File: src/rtl/hann_window_apply.sv
// Hann window stage: loads coefficients into the external single-port RAM, then multiplies each
// incoming sample by coefficient[n] and streams the rounded product through a small skid FIFO.
module hann_window_apply #(
  parameter int unsigned ADDR_WIDTH  = 9,
  parameter int unsigned DATA_WIDTH  = 16,
  parameter int unsigned FRAME_LEN   = 512,
  parameter int unsigned OFIFO_DEPTH = 4
) (
  input  logic                  clk,
  input  logic                  rst_n,
  input  logic                  coef_valid,
  output logic                  coef_ready,
  input  logic [DATA_WIDTH-1:0] coef_data,
  input  logic                  in_valid,
  output logic                  in_ready,
  input  logic [DATA_WIDTH-1:0] in_data,
  input  logic                  in_last,
  output logic                  out_valid,
  input  logic                  out_ready,
  output logic [DATA_WIDTH-1:0] out_data,
  output logic                  out_last,
  output logic                  frame_err,
  output logic [ADDR_WIDTH-1:0] ram_addr,
  output logic                  ram_wr_en,
  output logic [DATA_WIDTH-1:0] ram_wr_data,
  input  logic [DATA_WIDTH-1:0] ram_rd_data
);

  localparam logic [1:0] StEmpty = 2'd0;
  localparam logic [1:0] StLoad  = 2'd1;
  localparam logic [1:0] StRun   = 2'd2;

  localparam int unsigned CntW = $clog2(OFIFO_DEPTH + 1);
  localparam int unsigned PtrW = (OFIFO_DEPTH > 1) ? $clog2(OFIFO_DEPTH) : 1;
  localparam int unsigned PW   = 2 * DATA_WIDTH + 1;

  localparam logic [ADDR_WIDTH-1:0] LastIdx = ADDR_WIDTH'(FRAME_LEN - 1);
  localparam logic [PtrW-1:0]       LastPtr = PtrW'(OFIFO_DEPTH - 1);
  localparam logic signed [PW-1:0]  Half    =
      {{(PW - DATA_WIDTH){1'b0}}, 1'b1, {(DATA_WIDTH - 1){1'b0}}};

  logic [1:0]            state_q, state_d;
  logic [ADDR_WIDTH-1:0] load_idx_q, load_idx_d;
  logic [ADDR_WIDTH-1:0] n_q, n_d;
  logic                  v1_q, v1_d;
  logic [DATA_WIDTH-1:0] s1_q, s1_d;
  logic                  l1_q, l1_d;
  logic                  err_q, err_d;

  logic [DATA_WIDTH-1:0]  fifo_data_q [OFIFO_DEPTH];
  logic [DATA_WIDTH-1:0]  fifo_data_d [OFIFO_DEPTH];
  logic [OFIFO_DEPTH-1:0] fifo_last_q, fifo_last_d;
  logic [PtrW-1:0]        wptr_q, wptr_d;
  logic [PtrW-1:0]        rptr_q, rptr_d;
  logic [CntW-1:0]        count_q, count_d;

  logic                  coef_acc;
  logic                  in_acc;
  logic                  push;
  logic                  pop;
  logic [CntW:0]         occupancy;
  logic signed [PW-1:0]  s1_ext;
  logic signed [PW-1:0]  coef_ext;
  logic signed [PW-1:0]  prod;
  logic signed [PW-1:0]  rnd;
  logic [DATA_WIDTH-1:0] win_data;
  logic                  unused_rnd;

  // Gated by rst_n so every output reads 0 while reset is held.
  assign coef_ready = rst_n & ((state_q == StEmpty) | (state_q == StLoad) |
                               ((state_q == StRun) & (n_q == '0) & ~v1_q));
  assign coef_acc    = coef_valid & coef_ready;
  assign ram_wr_en   = coef_acc;
  assign ram_wr_data = coef_data;
  assign ram_addr    = (coef_acc | (state_q == StLoad)) ? load_idx_q : n_q;

  // Slot for the in-flight stage-1 sample is reserved so the push never needs backpressure.
  assign occupancy = {1'b0, count_q} + {{CntW{1'b0}}, v1_q};
  assign in_ready  = (state_q == StRun) & ~coef_acc & (occupancy < (CntW + 1)'(OFIFO_DEPTH));
  assign in_acc    = in_valid & in_ready;

  // Signed sample times unsigned Q0.16 coefficient, round half up, keep bits [31:16].
  assign s1_ext     = PW'($signed(s1_q));
  assign coef_ext   = $signed(PW'(ram_rd_data));
  assign prod       = s1_ext * coef_ext;
  assign rnd        = prod + Half;
  assign win_data   = rnd[2*DATA_WIDTH-1:DATA_WIDTH];
  assign unused_rnd = ^{rnd[PW-1], rnd[DATA_WIDTH-1:0]};

  assign push = v1_q;
  assign pop  = out_valid & out_ready;

  assign out_valid = (count_q != '0);
  assign out_data  = out_valid ? fifo_data_q[rptr_q] : '0;
  assign out_last  = out_valid & fifo_last_q[rptr_q];
  assign frame_err = err_q;

  always_comb begin
    state_d    = state_q;
    load_idx_d = load_idx_q;
    if (coef_acc) begin
      if (load_idx_q == LastIdx) begin
        load_idx_d = '0;
        state_d    = StRun;
      end else begin
        load_idx_d = load_idx_q + 1'b1;
        state_d    = StLoad;
      end
    end
  end

  always_comb begin
    n_d   = n_q;
    v1_d  = in_acc;
    s1_d  = s1_q;
    l1_d  = l1_q;
    err_d = 1'b0;
    if (in_acc) begin
      s1_d = in_data;
      l1_d = (n_q == LastIdx);
      if (n_q == LastIdx) begin
        n_d   = '0;
        err_d = ~in_last;
      end else begin
        // Early in_last realigns the frame so the next sample uses coefficient 0.
        n_d   = in_last ? '0 : n_q + 1'b1;
        err_d = in_last;
      end
    end
  end

  always_comb begin
    fifo_data_d = fifo_data_q;
    fifo_last_d = fifo_last_q;
    wptr_d      = wptr_q;
    rptr_d      = rptr_q;
    count_d     = count_q + CntW'(push) - CntW'(pop);
    if (push) begin
      fifo_data_d[wptr_q] = win_data;
      fifo_last_d[wptr_q] = l1_q;
      wptr_d              = (wptr_q == LastPtr) ? '0 : wptr_q + 1'b1;
    end
    if (pop) begin
      rptr_d = (rptr_q == LastPtr) ? '0 : rptr_q + 1'b1;
    end
  end

  always_ff @(posedge clk or negedge rst_n) begin
    if (!rst_n) begin
      state_q     <= StEmpty;
      load_idx_q  <= '0;
      n_q         <= '0;
      v1_q        <= 1'b0;
      s1_q        <= '0;
      l1_q        <= 1'b0;
      err_q       <= 1'b0;
      fifo_last_q <= '0;
      wptr_q      <= '0;
      rptr_q      <= '0;
      count_q     <= '0;
    end else begin
      state_q     <= state_d;
      load_idx_q  <= load_idx_d;
      n_q         <= n_d;
      v1_q        <= v1_d;
      s1_q        <= s1_d;
      l1_q        <= l1_d;
      err_q       <= err_d;
      fifo_last_q <= fifo_last_d;
      wptr_q      <= wptr_d;
      rptr_q      <= rptr_d;
      count_q     <= count_d;
    end
  end

  // Payload storage needs no reset: out_data is masked whenever the FIFO is empty.
  always_ff @(posedge clk) begin
    fifo_data_q <= fifo_data_d;
  end

endmodule

File: config.mk
export PLATFORM = sky130hd
export DESIGN_NAME = hann_window_apply
export DESIGN_NICKNAME = d
export VERILOG_FILES = /design/src/rtl/hann_window_apply.sv
export SDC_FILE = /design/constraint.sdc
export NUM_CORES = 1
export LEC_CHECK = 0
export CAP_MARGIN = 5
export CORE_ASPECT_RATIO = 0.6
export CORE_MARGIN = 2
export CORE_UTILIZATION = 55
export CTS_CLUSTER_DIAMETER = 60
export CTS_CLUSTER_SIZE = 16
export DETAILED_ROUTE_END_ITERATION = 8
export PLACE_DENSITY_LB_ADDON = 0.1
export SETUP_SLACK_MARGIN = 0.3
export SYNTH_ARGS = -nofsm -noshare
export SYNTH_HDL_FRONTEND = slang
export SYNTH_SLANG_ARGS = --single-unit
export TNS_END_PERCENT = 1
File: constraint.sdc
create_clock -name clk -period 9.9 [get_ports clk]
set_clock_uncertainty 0.1 [all_clocks]
set_input_delay 2.475 -clock clk [delete_from_list [all_inputs] [get_ports clk]]
set_output_delay 2.475 -clock clk [all_outputs]
set_load 0.02 [all_outputs]
=== Word-level counts from Yosys, hierarchy flattened ===
Index checks and enable logic that the tools add are counted.

* Register bits after elaboration: 114
* Bits of input ports: 54
* Logic and storage cells: 80

* Add/sub/neg operators: 8
* $mul: 1
* Magnitude comparators: 7
* Eq/ne operators: 6
* Multiplexer cells: 21
* Bitwise gates (word level): 17
* Reduce and logical (&&, ||, !) cells: 5

{| class="wikitable"
|+ Operators by type and width
! operator !! count
|-
| bitwise mux 64 bit || 1
|-
| 2-to-1 mux 16 bit || 4
|-
| 2-to-1 mux 9 bit || 4
|-
| adder 32 x 17 -> 32 bit, second input constant || 1
|-
| binary-select mux 16 bit (select 2 bit) || 1
|-
| demux 16 bit (select 2 bit) || 1
|-
| multiplier 16 x 17 -> 32 bit || 1
|-
| adder 9 x 1 -> 9 bit, second input constant || 2
|-
| equality test 9 bit, second input constant || 2
|-
| bitwise AND 1 bit || 9
|-
| zero test 9 bit || 1
|-
| equality test 2 bit, second input constant || 3
|-
| >= comparator 3 bit, second input constant || 2
|-
| < comparator 2 x 3 -> 1 bit, second input constant || 2
|-
| 2-to-1 mux 2 bit || 3
|-
| NOT 2 -> 3 bit || 2
|-
| adder 2 x 1 -> 2 bit, second input constant || 2
|-
| adder 3 x 1 -> 4 bit || 1
|-
| bitwise mux 4 bit || 1
|-
| < comparator 4 x 3 -> 1 bit, second input constant || 1
|-
| 2-to-1 mux 1 bit || 4
|-
| adder 3 x 1 -> 3 bit || 1
|-
| < comparator 3 x 1 -> 1 bit, second input constant || 1
|-
| NOT 1 bit || 3
|-
| other kinds (9) || 12
|}

=== Depth between registers and ports, before layout ===
Gate-level depths: netlist of run 1.

* Word-level depth: 11
* Gate-level depth with buffers: 22
* Depth with buffers taken out: 21

=== Worst setup path before layout of run 1 ===
Ideal clock, no wire load.

* Path type: input to register
* From: in ram_rd_data[7]
* To: reg fifo_data_q[25] (netlist bit) (data pin)
* Setup time: 290 ps
* Data arrival time: 7552 ps
* Path slack: 1957 ps
* Cell stages on the path: 20
* Buffers on the path: 1
* Cell sequence: clkbuf_1 -> nand2_1 -> fa_1 -> inv_1 -> fa_1 -> inv_1 -> fa_1 -> inv_1 -> fa_1 -> fa_1 -> inv_1 -> fa_1 -> inv_1 -> ha_1 -> a21oi_1 -> o21ai_0 -> a31oi_1 -> a21oi_1 -> o21a_1 -> a2111oi_0

* Longest elaborated chain between the ends: 3

{| class="wikitable"
|+ RTL lines
! what !! line !! RTL
|-
| start: declaration || 26 || <nowiki>input logic [DATA_WIDTH-1:0] ram_rd_data</nowiki>
|-
| multiplier 16 x 17 -> 32 bit || 85 || <nowiki>assign prod = s1_ext * coef_ext;</nowiki>
|-
| adder 32 x 17 -> 32 bit || 86 || <nowiki>assign rnd = prod + Half;</nowiki>
|-
| via rnd[25] || 65 || <nowiki>logic signed [PW-1:0] rnd;</nowiki>
|-
| bitwise mux 64 bit || 139 || <nowiki>fifo_data_d[wptr_q] = win_data;</nowiki>
|-
| end signal: assignment || 178 || <nowiki>fifo_data_q <= fifo_data_d;</nowiki>
|-
| end: declaration || 50 || <nowiki>logic [DATA_WIDTH-1:0] fifo_data_q [OFIFO_DEPTH];</nowiki>
|}

The timed path passes the listed nets, and every way through them passes these cells.
A chain may end at the register's enable or synchronous reset.

=== Worst setup path after layout of run 1 ===
Same ends and word-level chain as after synthesis.

==> reports/metrics.yaml, run 1 <==
p_sw_mw: 0.3773
yosysSeqAreaShare: 0.2340
synthFlopType: "edfxtp_1"
slew_viol_final: 0
cts.sinks: 114
antenna_found_initial: 0
status: "finished clean"
crit_top_cell: "fa_1"
fin_nets: 1776
avgViaCountPerCell: 5.416
worstMarginPinSlew_ns: 1.031
hold_viol: 0
seqPwrFrac: 0.419
die_x_um: 206.7
netlist.area_leader.share: 0.2864
crit_path_top_delay_cell: "clkdlybuf4s50_1"
syn_inst: 1370
ant_nets: 0
reg2regPathDepth: 17
crit_path_end: "fifo_data_q[25]$_DFFE_PP_"
dp_hpwl_um: 26480
grt_overflow: 0
syn_to_final_growth_pct: 10.37
max-slew-margin-rel: 0.2949
post_cts_resized: 0
gp_congestion: 0.8902
cts.path.max_buffers: 2
num_io_pins: 101
grt_pass1_vias: 9881
end_kind: "register"
synth_edf_count: 64
drtPass1Iterations: 5
p_clk_frac: 0.442
port_buffers: 68
cp_max_fo: 16
grt_setup_unrepaired: "no"
nFillCells: 2066
yosys.area.top_type: "fa_1"
crit_start: "ram_rd_data[7]"
startpoint_type: "input port"
ys_seq_elements: 114
p_int_mw: 0.9578
period_share: 0.9314
clkTransAtPathRegs_ns: 0.06
clkLatencyLatePin_ns: 0.42
cellLeakagePower_nw: 7.488
cp_data_arrival_time_ns: 9.18
die_h_um: 125.6
vias: 9391
cap_violations: 0
synth.area.top_cells: "fa_1 (29%), edfxtp_1 (14%), ha_1 (12%), dfrtp_1 (9.2%), inv_1 (6.9%)"
cp.required_ns: 9.86
start_util: 0.5599
path_cells: "clkdlybuf4s50_1 > nand2_1 > fa_1 > inv_1 > fa_1 > inv_1 > fa_1 > inv_1 > fa_1 > fa_1 > inv_1 > fa_1 > inv_1 > ha_1 > a21oi_1 > o21ai_0 > a31oi_1 > a21oi_1 > o21a_1 > a2111oi_0"
cts_tree: "built"
drt_first_iter_violations: 675
grt_pass1_wl_um: 55150
grt_max_degree: 53
final_util: 0.6179
p_comb_frac: 0.138
ys_warn_count: 0
h-tree-depth: 4
wl_per_cell_um: 19.20
synth_fp_nets: 1747
grt_use_total: 0.2805
regToRegEndpoint: "fifo_data_q[25]$_DFFE_PP_"
finalSetupViolations: 0
async_reset_ff_frac: 0.4386
p_total_mw: 1.335
hold_buffers: 0
placementRows: 44
r2r_start: "s1_q[1]$_DFFE_PN0P_"
post_cts_buffers: 0
cp_slowest_stage_delay_ns: 0.90
p_sw_frac: 0.2826
dieArea_mm2: 0.02597
syn_area_per_cell_um2: 9.899
syn-cell-area_mm2: 0.01356
final_layout_size_suffix_gt1_frac: 0.05878
min_period_ns: 9.221
core-area_mm2: 0.02422
setup-tns-final_ns: 0
r2r_slack_ns: 2.81
numCtsBuffers: 17
antenna_cells: 0
drc: 0
hp-class: "reg -> reg"
wl_um: 33290
ir_drop_uv: 111.0
cts-root-buf: "clkbuf_16"
ys_types: 50
max_freq_ghz: 0.1084
power_density_mw_per_mm2: 89.20
critPathKind: "in -> reg"
cell usage after synthesis, types with 5 or more instances:
| master | count |
|---|---|
| inv_1 | 249 |
| nand2_1 | 208 |
| fa_1 | 194 |
| and2_1 | 137 |
| ha_1 | 129 |
| edfxtp_1 | 64 |
| dfrtp_1 | 50 |
| o21ai_0 | 47 |
| clkbuf_1 | 42 |
| a21oi_1 | 29 |
| nor2_1 | 24 |
| buf_4 | 17 |
| mux4_2 | 17 |
| nand3_1 | 16 |
| xnor2_1 | 15 |
| mux2_2 | 13 |
| nand2b_1 | 13 |
| nor2b_1 | 12 |
| and3_1 | 11 |
| buf_2 | 10 |
| a21o_1 | 8 |
| nand4_1 | 8 |
| nor3_1 | 5 |
| o21bai_1 | 5 |
| xor2_1 | 5 |
flip-flops by register name, summed over array words and instances (netlist names):
name,flops
push,1
fifo_data_q,64
l1_q,1
count_q,3
wptr_q,2
load_idx_q,9
s1_q,16
frame_err,1
fifo_last_q,4
n_q,9
rptr_q,2
state_q,2
layout make-up:
| class | instances | area [µm²] | area share |
|---|---|---|---|
| Timing Repair Buffer | 80 | 765.7 | 0.05116 |
| Inverter | 250 | 938.4 | 0.06269 |
| Clock buffer | 17 | 425.4 | 0.02842 |
| Multi-Input combinational cell | 936 | 9111 | 0.6087 |
| Sequential cell | 114 | 3173 | 0.2120 |
| Tap cell | 322 | 402.9 | 0.02692 |
| Clock inverter | 15 | 151.4 | 0.01011 |
worst min-delay path by stage:
stage / from / end / slack (ns) / cells past startpoint
after floorplan: load_idx_q[7]$_DFFE_PN0P_ / load_idx_q[7]$_DFFE_PN0P_ / 0.35 / 1
after global placement: fifo_last_q[3]$_DFFE_PN0P_ / fifo_last_q[3]$_DFFE_PN0P_ / 0.39 / 1
after detailed placement: fifo_last_q[2]$_DFFE_PN0P_ / fifo_last_q[2]$_DFFE_PN0P_ / 0.40 / 1
after CTS: load_idx_q[7]$_DFFE_PN0P_ / load_idx_q[7]$_DFFE_PN0P_ / 0.40 / 1
after global routing: fifo_last_q[2]$_DFFE_PN0P_ / fifo_last_q[2]$_DFFE_PN0P_ / 0.43 / 1
final: load_idx_q[7]$_DFFE_PN0P_ / load_idx_q[7]$_DFFE_PN0P_ / 0.41 / 1
per-layer routing:
metal | GRT usage | routed length (µm) | vias to the layer above
met3 | 0.1123 | 3862 | 30
met5 | 0 | 0 | -
met2 | 0.3645 | 12560 | 412
met1 | 0.4469 | 16610 | 4605
li1 | - | - | 4344
met4 | 0.03796 | 248 | 0
power by group through the flow:
stage	clock network (mW)	logic, mW	registers, mW
after floorplan	0	0.142	0.543
after global placement	0	0.183	0.568
after detailed placement	0	0.187	0.568
after CTS	0.598	0.188	0.559
after global routing	0.623	0.208	0.564
final	0.590	0.185	0.560
cell families after synthesis:
| kind of cell | after synthesis | synth area share |
|---|---|---|
| simple gates | 449 | 0.1639 |
| fa+ha+maj | 323 | 0.4054 |
| buf+inv | 320 | 0.09420 |
| compound gates | 114 | 0.05056 |
| flops | 114 | 0.2340 |
| mux | 30 | 0.03903 |
| xor+xnor | 20 | 0.01292 |
per-stage QoR:
| stage | setup slack (ns) | instance area (µm²) | std cells | hold WS, ns |
|---|---|---|---|---|
| 4_1_cts | 0.8111 | 14970 | 1734 | 0.4028 |
| 3_5_place_dp | 0.4220 | 14390 | 1702 | 0.3998 |
| 2_1_floorplan | 1.957 | 13560 | 1370 | 0.3533 |
| 3_3_place_gp | 0.5979 | 14390 | 1702 | 0.3858 |
| 5_1_grt | 0.3773 | 14970 | 1734 | 0.4302 |
| 6_report | 0.6791 | 14970 | 1734 | 0.4090 |
worst max-delay path: cells and delay by family:
kind            cells  cell delay (ns)
compound gates      6             2.04
simple gates        1             0.18
buf+inv             6             1.16
fa+ha+maj           7             3.33
layout by cell type (no fill, tap or decap), drive strengths merged, types with 17 or more instances in the layout:
cell type and n:
inv 255, a21oi 29, edfxtp 64, nor2 24, ha 129, mux4 17
o21ai 48, nand2 208, dfrtp 50, clkdlybuf4s50 67, fa 194, clkbuf 17
nand3 18, and2 137
Note: power is estimated with default switching activity, not from simulation.
==> run 2: changes to the inputs <==
Settings changed: CORE_UTILIZATION 55 to 54.
Clock period 9.9 ns to 7.7 ns, I/O delays scaled along.
==> run 2 against run 1 <==
  * Die area increased by 1.8%
  * Utilization increased by 3.8 points
  * Setup slack worse by 0.29 ns
  * Design area is 7.1% higher
  * Largest cell class unchanged
  * Combinational power rose by 35%
  * Clock-buffer cell count stayed put
  * Clock power grew 36%
  * Total power up 33%
  * Sequential power increased by 29%
  * Critical path type unchanged
  * Final cell count grew 5.8%
  * Flip-flop and latch count unchanged
==> reports/metrics.yaml, run 2 (synthesis results as in run 1) <==
status: "finished clean"
placed_cell_area_mm2: 0.01513
cp_max_fo: 6
max_freq_ghz: 0.1367
grt_max_degree: 52
clkLatencyLatePin_ns: 0.42
cts.sinks: 114
cts_tree: "built"
slew_viol_final: 0
hold_depth: 1
num_io_pins: 101
max-slew-margin-rel: 0.3658
final_common_cell: "inv_1"
fin_nets: 1876
hold_viol: 0
wl_um: 32860
placementRows: 44
grt_overflow: 0
gp_congestion: 0.9562
worstMarginPinSlew_ns: 0.9513
die_h_um: 126.8
min_period_ns: 7.316
p_int_mw: 1.275
top_register: "fifo_data_q"
critPathBufInv: 5
cp.required_ns: 7.75
cts-root-buf: "clkbuf_16"
wl_per_cell_um: 17.91
avgViaCountPerCell: 5.293
vias: 9708
reg2regPathDepth: 21
finalSetupViolations: 0
final_util: 0.6560
cts.path.max_buffers: 2
core-area_mm2: 0.02444
path_cells: "buf_2 > buf_4 > and2_1 > fa_1 > inv_1 > fa_1 > fa_1 > inv_1 > fa_2 > fa_1 > fa_1 > ha_4 > a211oi_2 > o21bai_2 > buf_4 > or3_4 > nor3_4 > o21bai_4 > xnor2_2"
final_area_mm2: 0.01604
place_ws_ns: -0.6819
seqPwrFrac: 0.406
cp_top_family: "adder cells"
largest_reg_flops: 64
dieArea_mm2: 0.02644
port_buffers: 68
grt_use_total: 0.2654
ir_drop_uv: 149.6
crit_top_cell: "fa_1"
p_comb_frac: 0.141
startpoint_type: "input port"
multi_input_area_mm2: 0.009378
p_sw_frac: 0.2812
drt_first_iter_violations: 711
grt_pass1_wl_um: 54620
clkTransAtPathRegs_ns: 0.06
drtPass1Iterations: 5
drc: 0
dp_hpwl_um: 25990
antenna_cells: 0
cp_num_cells: 19
start_util: 0.5548
nFillCells: 1990
ff_latch_area_mm2: 0.003173
ant_nets: 0
p_clk_frac: 0.453
cellLeakagePower_nw: 8.099
cp_data_arrival_time_ns: 7.36
h-tree-depth: 4
grt_setup_unrepaired: "yes"
numCtsBuffers: 17
grt_pass1_vias: 10176
cap_violations: 0
period_share: 0.9501
reg_top3: "fifo_data_q x64, s1_q x16"
syn_to_final_growth_pct: 18.24
hp-class: "reg -> reg"
worst_slack_ns: 0.3843
die_x_um: 208.6
hold_buffers: 0
end_kind: "register"
p_sw_mw: 0.4988
crit_path_top_delay_cell: "fa_1"
antenna_found_initial: 0
final_cell_mix: "inv_1 (239), nand2_1 (208), fa_1 (184)"
power_density_mw_per_mm2: 110.6
final_layout_size_suffix_gt1_frac: 0.1687
critPathKind: "in -> reg"
cp_slowest_stage_delay_ns: 0.62
## run 2: layout make-up
type                    count  area share
multi-input cells         936      0.5848
repair buffers            180     0.09644
clock buffers              17     0.02653
inverters                 250     0.05852
clock inverters            15     0.01069
well taps                 322     0.02512
flip-flops and latches    114      0.1979
## run 2: timing repair
item                       CTS  global route
setup endpoints to repair   64            64
setup buffers                4             2
pin swaps                   22            40
resized for setup           64            61
## run 2: power groups by stage
stage | combinational, mW | clock (mW) | sequential (mW)
floorplan | 0.183 | 0 | 0.698
global placement | 0.246 | 0 | 0.730
detailed placement | 0.251 | 0 | 0.731
CTS | 0.253 | 0.811 | 0.721
global route | 0.277 | 0.842 | 0.726
finish | 0.250 | 0.803 | 0.721
## run 2: metrics by stage
stage / hold WS, ns / power (mW) / setup TNS, ns / instances
5_1_grt: 0.4339 / 1.846 / 0 / 1834
2_1_floorplan: 0.3533 / 0.8808 / 0 / 1370
3_3_place_gp: 0.3809 / 0.9765 / -22.15 / 1796
4_1_cts: 0.4030 / 1.784 / 0 / 1832
6_report: 0.3995 / 1.774 / 0 / 1834
3_5_place_dp: 0.3951 / 0.9818 / -28.02 / 1796
## run 2: worst paths after layout
path / slack, ns / start / end
worst min register to register: 0.40 / load_idx_q[7]$_DFFE_PN0P_ / load_idx_q[7]$_DFFE_PN0P_
worst max register to register: 1.21 / s1_q[7]$_DFFE_PN0P_ / fifo_data_q[31]$_DFFE_PP_
max in group asynchronous: 5.50 / rst_n / fifo_last_q[3]$_DFFE_PN0P_
worst min-delay path: 0.40 / load_idx_q[7]$_DFFE_PN0P_ / load_idx_q[7]$_DFFE_PN0P_
worst max-delay path: 0.38 / ram_rd_data[10] / fifo_data_q[31]$_DFFE_PP_
min in group asynchronous: 1.55 / rst_n / n_q[1]$_DFFE_PN0P_
## run 2: metal layers
layer | routed length (µm) | up-vias | part of all wire | GRT usage
met3 | 2859 | 30 | 0.087 | 0.06611
met1 | 16020 | 4756 | 0.49 | 0.4106
li1 | - | 4549 | - | -
met4 | 303 | 0 | 0.0092 | 0.04328
met5 | 0 | - | 0 | 0
met2 | 13670 | 373 | 0.42 | 0.3834
==> run 3: changes to the inputs <==
Settings changed: ABC_AREA set to 1.
==> run 3 against run 2 <==
  * Die area is 5.5% higher
  * Clock power down 11%
  * Worst hold slack got worse by 0.012 ns
  * Global-route usage is 1.7 points higher
  * Synthesized area grew 5.6%
  * Synthesized cell count increased by 31%
  * Non-clock buffer count is 60 lower
  * Maximum frequency rose by 0.25%
  * Combinational power rose to 2.8 times the previous value
  * Critical endpoint is now fifo_data_q[43]$_DFFE_PP_
==> reports/metrics.yaml, run 3 <==
status: "finished clean"
cp.required_ns: 7.76
final_layout_size_suffix_gt1_frac: 0.07439
hold_viol: 0
wl_um: 36620
wl_per_cell_um: 16.53
ys_seq_elements: 114
p_clk_frac: 0.337
placedCellCount: 2183
period_share: 0.9477
syn_inst: 1795
clkLatencyLatePin_ns: 0.43
worstMarginPinSlew_ns: 0.9178
grt_use_total: 0.2824
critPathKind: "in -> reg"
cts_tree: "built"
cellLeakagePower_nw: 8.790
cts-root-buf: "clkbuf_16"
yosys.area.top_type: "fa_1"
avgViaCountPerCell: 5.152
dp_hpwl_um: 28550
syn_to_final_growth_pct: 13.20
grt_setup_unrepaired: "yes"
ir_drop_uv: 177.2
synth_edf_count: 64
grt_overflow: 0
p_comb_frac: 0.333
fin_cells: 2215
dieArea_mm2: 0.02789
hold_buffers: 0
num_io_pins: 101
power_density_mw_per_mm2: 130.8
die_h_um: 130.2
fin_nets: 2221
numCtsBuffers: 17
antenna_cells: 0
hp-class: "reg -> reg"
slew_viol_final: 0
largest_reg_flops: 64
finalSetupViolations: 0
grt_pass1_wl_um: 60740
grt_pass1_vias: 11681
top_register: "fifo_data_q"
cts.path.max_buffers: 2
p_sw_frac: 0.3444
synthFlopType: "edfxtp_1"
p_int_mw: 1.391
ys_types: 39
start_util: 0.5459
startpoint_type: "input port"
max-slew-margin-rel: 0.3881
seqPwrFrac: 0.331
cp_data_arrival_time_ns: 7.35
end_kind: "register"
netlist.area_leader.share: 0.2711
cts.sinks: 114
ant_nets: 0
h-tree-depth: 4
die_x_um: 214.3
max_freq_ghz: 0.1370
synth_fp_nets: 2172
drt_first_iter_violations: 1031
cp_max_fo: 16
yosysSeqAreaShare: 0.2215
drc: 0
min_period_ns: 7.297
synth.area.top_cells: "fa_1 (27%), edfxtp_1 (13%), nand2_1 (12%), ha_1 (11%), inv_1 (11%)"
grt_max_degree: 52
antenna_found_initial: 0
yosysMostFrequentCell: "nand2_1"
syn-cell-area_mm2: 0.01433
clkTransAtPathRegs_ns: 0.05
final_cell_mix: "nand2_1 (460), inv_1 (419), fa_1 (191)"
ys_warn_count: 0
p_sw_mw: 0.7306
vias: 11412
port_buffers: 68
drtPass1Iterations: 6
placementRows: 46
reg_top3: "fifo_data_q x64, s1_q x16"
place_ws_ns: -0.1471
worst_slack_ns: 0.4026
cap_violations: 0
synth.top_cells.by_count: "nand2_1 (467), inv_1 (419), fa_1 (194), nor2_1 (140), ha_1 (129)"
core-area_mm2: 0.02625
async_reset_ff_frac: 0.4386
syn_area_per_cell_um2: 7.981
final_common_cell: "nand2_1"
gp_congestion: 0.9289
-- run 3: cell families (layout without fill, tap and decap cells) --
kind of cell | count (synthesis) | after routing | share of synthesized area
flip-flops | 114 | 114 | 0.2215
XOR/XNOR | 14 | 14 | 0.008559
buffers and inverters | 515 | 575 | 0.1435
AND/OR/NAND/NOR | 677 | 677 | 0.1880
AO/OA/AOI/OAI | 152 | 152 | 0.05467
adder cells (fa/ha/maj) | 323 | 323 | 0.3838
-- run 3: final timing paths --
path	from	endpoint	slack (ns)	cells after the start
max in group asynchronous	rst_n	fifo_last_q[2]$_DFFE_PN0P_	5.37	2
min reg2reg	fifo_last_q[3]$_DFFE_PN0P_	fifo_last_q[3]$_DFFE_PN0P_	0.39	2
max reg2reg	s1_q[15]$_DFFE_PN0P_	fifo_data_q[43]$_DFFE_PP_	1.53	18
max	ram_rd_data[12]	fifo_data_q[43]$_DFFE_PP_	0.40	20
min	fifo_last_q[3]$_DFFE_PN0P_	fifo_last_q[3]$_DFFE_PN0P_	0.39	2
min in group asynchronous	rst_n	s1_q[11]$_DFFE_PN0P_	1.63	2
-- run 3: cell type report --
type	count	area [µm²]
Timing Repair Buffer	120	1185
Sequential cell	114	3173
Fill cell	2415	10030
Multi-Input combinational cell	1166	9278
Clock buffer	19	432.9
Tap cell	360	450.4
Clock inverter	11	92.59
Inverter	425	1605
-- run 3: metal layers --
| layer | track usage | vias to the layer above | routed length, µm |
|---|---|---|---|
| met5 | 0 | - | 0 |
| met2 | 0.4330 | 397 | 15600 |
| met3 | 0.06061 | 39 | 3078 |
| met4 | 0.06618 | 0 | 514 |
| met1 | 0.4137 | 5551 | 17430 |
| li1 | - | 5425 | - |
-- run 3: what timing repair did --
action / 4_1_cts / 5_1_grt
pin swaps: 0 / 12
endpoints found under the setup margin: 8 / 64
buffers inserted: 0 / 2
resized for setup: 1 / 56
-- run 3: power by group through the flow --
stage	combinational, mW	clock, mW	sequential, mW
floorplan	0.414	0	0.705
global placement	0.700	0	0.712
detailed placement	0.705	0	0.713
CTS	0.708	0.723	0.701
global route	0.772	0.754	0.706
finish	0.706	0.714	0.701
-- run 3: worst max-delay path: stages --
cell and delay (ns):
clkdlybuf4s50_1 0.51, buf_12 0.16, nand2_1 0.09, fa_1 0.57, fa_1 0.56, inv_1 0.06
fa_1 0.47, fa_1 0.52, fa_1 0.56, inv_1 0.06, fa_1 0.53, inv_1 0.06
ha_4 0.30, nand2_1 0.14, nor2_1 0.24, nand2_1 0.12, nor3_1 0.19, nand2_1 0.11
nand3_1 0.07, nand2_1 0.10
-- run 3: stage by stage --
stage / power, mW / area [µm²] / setup TNS (ns) / utilization / hold slack (ns)
floorplan: 1.119 / 14330 / 0 / - / 0.3478
global placement: 1.412 / 15490 / -2.017 / 0.5902 / 0.3640
detailed placement: 1.418 / 15490 / -3.241 / 0.5902 / 0.3739
CTS: 2.133 / 16010 / 0 / 0.6102 / 0.3874
global route: 2.232 / 16220 / 0 / 0.6179 / 0.4128
finish: 2.121 / 16220 / 0 / 0.6179 / 0.3871
==> edit, RTL diff (config.mk and constraints of run 2) <==
Change the parameter `ADDR_WIDTH` from 9 to 11.
--- a/src/rtl/hann_window_apply.sv
+++ b/src/rtl/hann_window_apply.sv
@@ -1,7 +1,7 @@
 // Hann window stage: loads coefficients into the external single-port RAM, then multiplies each
 // incoming sample by coefficient[n] and streams the rounded product through a small skid FIFO.
 module hann_window_apply #(
-  parameter int unsigned ADDR_WIDTH  = 9,
+  parameter int unsigned ADDR_WIDTH  = 11,
   parameter int unsigned DATA_WIDTH  = 16,
   parameter int unsigned FRAME_LEN   = 512,
   parameter int unsigned OFIFO_DEPTH = 4
Ports: changed (resized ram_addr); port bits go from 101 to 103. No check against the original RTL was run, so the function may have changed too.
==> edit against run 2 <==
- maximum frequency fell by 0.14%
- worst setup slack got worse by 0.010 ns
- non-clock buffer count rose by 8
- utilization fell by 0.52 points
- sequential cell count rose by 4
- synthesized area rose by 3.1%
- final area rose by 2.8%
- total power rose by 1.1%
- wire length rose by 5.6%
- count of clock-buffer cells in the layout did not move
- critical endpoint is now fifo_data_q[15]$_DFFE_PP_
- largest cell class unchanged
==> edit: results (changes against run 2) <==
[final_layout]
drive_above_1_share_pct=16.0  ; -0.83 points
nets=1927  ; +2.7%
fillerInstances=2078  ; +4.4%
fin_area_sq_mm=0.0165  ; +2.8%

[pwr]
vdd.ir_drop.worst_v=0.000139  ; -7.4%
leakage_nw=8.19  ; +1.2%

[yosys]
yosysSeqAreaShare_pct=23.4  ; about the same
synth_common_cells=inv_1, nand2_1, fa_1
synth_edf_count=64  ; unchanged
ys_types=67  ; +34%
yosys-top-cells-area=fa_1, edfxtp_1, ha_1, dfrtp_1, inv_1
synth-async-reset-ratio_pct=45.8  ; +1.9 points
synthCells=1415  ; +3.3%
synth_nets=1790  ; +2.5%
yosysWarnings=0  ; unchanged

[route]
via_per_inst=5.41  ; +2.2%
drt_wl_total_mm=34.7  ; +5.6%
first_iter_violations=884  ; +24%
wl_per_cell_um=18.3  ; +2.2%

[clock_network]
post-cts-setup-buffers=1  ; -3
htree_levels=4  ; unchanged
cts-root-buf=clkbuf_16
clkLatencyLatePin_ns=0.44  ; +0.02 ns
clk_path_buf_depth=2  ; unchanged
post_cts_resized=41  ; -36%

[place]
hpwl_mm=27.5  ; +5.7%
io_buffers=70  ; +2.9%
place_congestion=0.906  ; -5.3%
placed_area_sq_mm=0.0156  ; +3.3%
pre_cts_slack_ns=-0.645  ; +0.0370 ns

[timing]
fin_ws_ns=0.374  ; -0.0102 ns
max-slew-margin-rel_pct=36.5  ; -0.13 points
holdWs_ns=0.393  ; -0.00644 ns

[min_path]
hold_class=reg2reg
worstHoldPathCells=1  ; unchanged

[grt]
grt_pass1_wl_mm=57.2  ; +4.7%
grtUsageTotal_pct=27.3  ; +0.81 points
grt_max_degree=57  ; +9.6%
grt_pass1_vias=10472  ; +2.9%
antenna_found_initial=0  ; unchanged

[setup_path]
r2r_cells=17  ; -19%
worstPathArrival_ns=7.39  ; +0.03 ns
crit_fanout=8  ; +2
r2r_setup_slack_ns=1.30  ; +0.09 ns

[status]
status=finished clean

edit: area by class of cell:
type,count,share of cell area [%]
multi-input combinational,977,58.8
tap,329,2.50
timing repair buffer,188,9.64
clock inverter,15,0.910
sequential,118,19.8
inverter,250,5.69
clock buffer,17,2.58
edit: power breakdown:
group	switching, mW	leakage [nW]	internal, mW
Combinational	0.139	6.44	0.130
Sequential	0.0499	1.47	0.686
Clock	0.357	0.283	0.431
edit: kinds of logic after synthesis:
family                     share of synthesized area, %
and+or+nand+nor                                    17.2
adders and majority gates                          39.2
buffers and inverters                              9.16
DFF                                                23.4
AOI/OAI and AO/OA                                  5.17
muxes                                              4.08
xor gates and xnor gates                           1.85
edit: worst max-delay path, cell delays in order:
cell	delay, ns
dlygate4sd2_1	0.30
buf_6	0.18
buf_4	0.15
and2_1	0.15
fa_1	0.53
inv_1	0.06
fa_1	0.50
fa_1	0.55
inv_1	0.05
fa_1	0.46
fa_1	0.49
ha_1	0.31
ha_1	0.30
and4_4	0.24
and3_4	0.22
nand4_1	0.16
o32ai_4	0.37
mux2i_2	0.33
a311oi_4	0.09
edit: final timing paths:
kind	startpoint	end
max in group asynchronous	rst_n	fifo_last_q[1]$_DFFE_PN0P_
min in group asynchronous	rst_n	load_idx_q[4]$_DFFE_PN0P_
hold reg to reg	load_idx_q[10]$_DFFE_PN0P_	load_idx_q[10]$_DFFE_PN0P_
setup / recovery	ram_rd_data[12]	fifo_data_q[15]$_DFFE_PP_
hold / removal	load_idx_q[10]$_DFFE_PN0P_	load_idx_q[10]$_DFFE_PN0P_
setup reg to reg	s1_q[2]$_DFFE_PN0P_	fifo_data_q[15]$_DFFE_PP_
edit: metal layers:
layer,track usage [%],routed length (um)
met1,44.0,17600
met2,37.5,14100
met3,7.22,2750
met4,3.89,245
met5,0,0
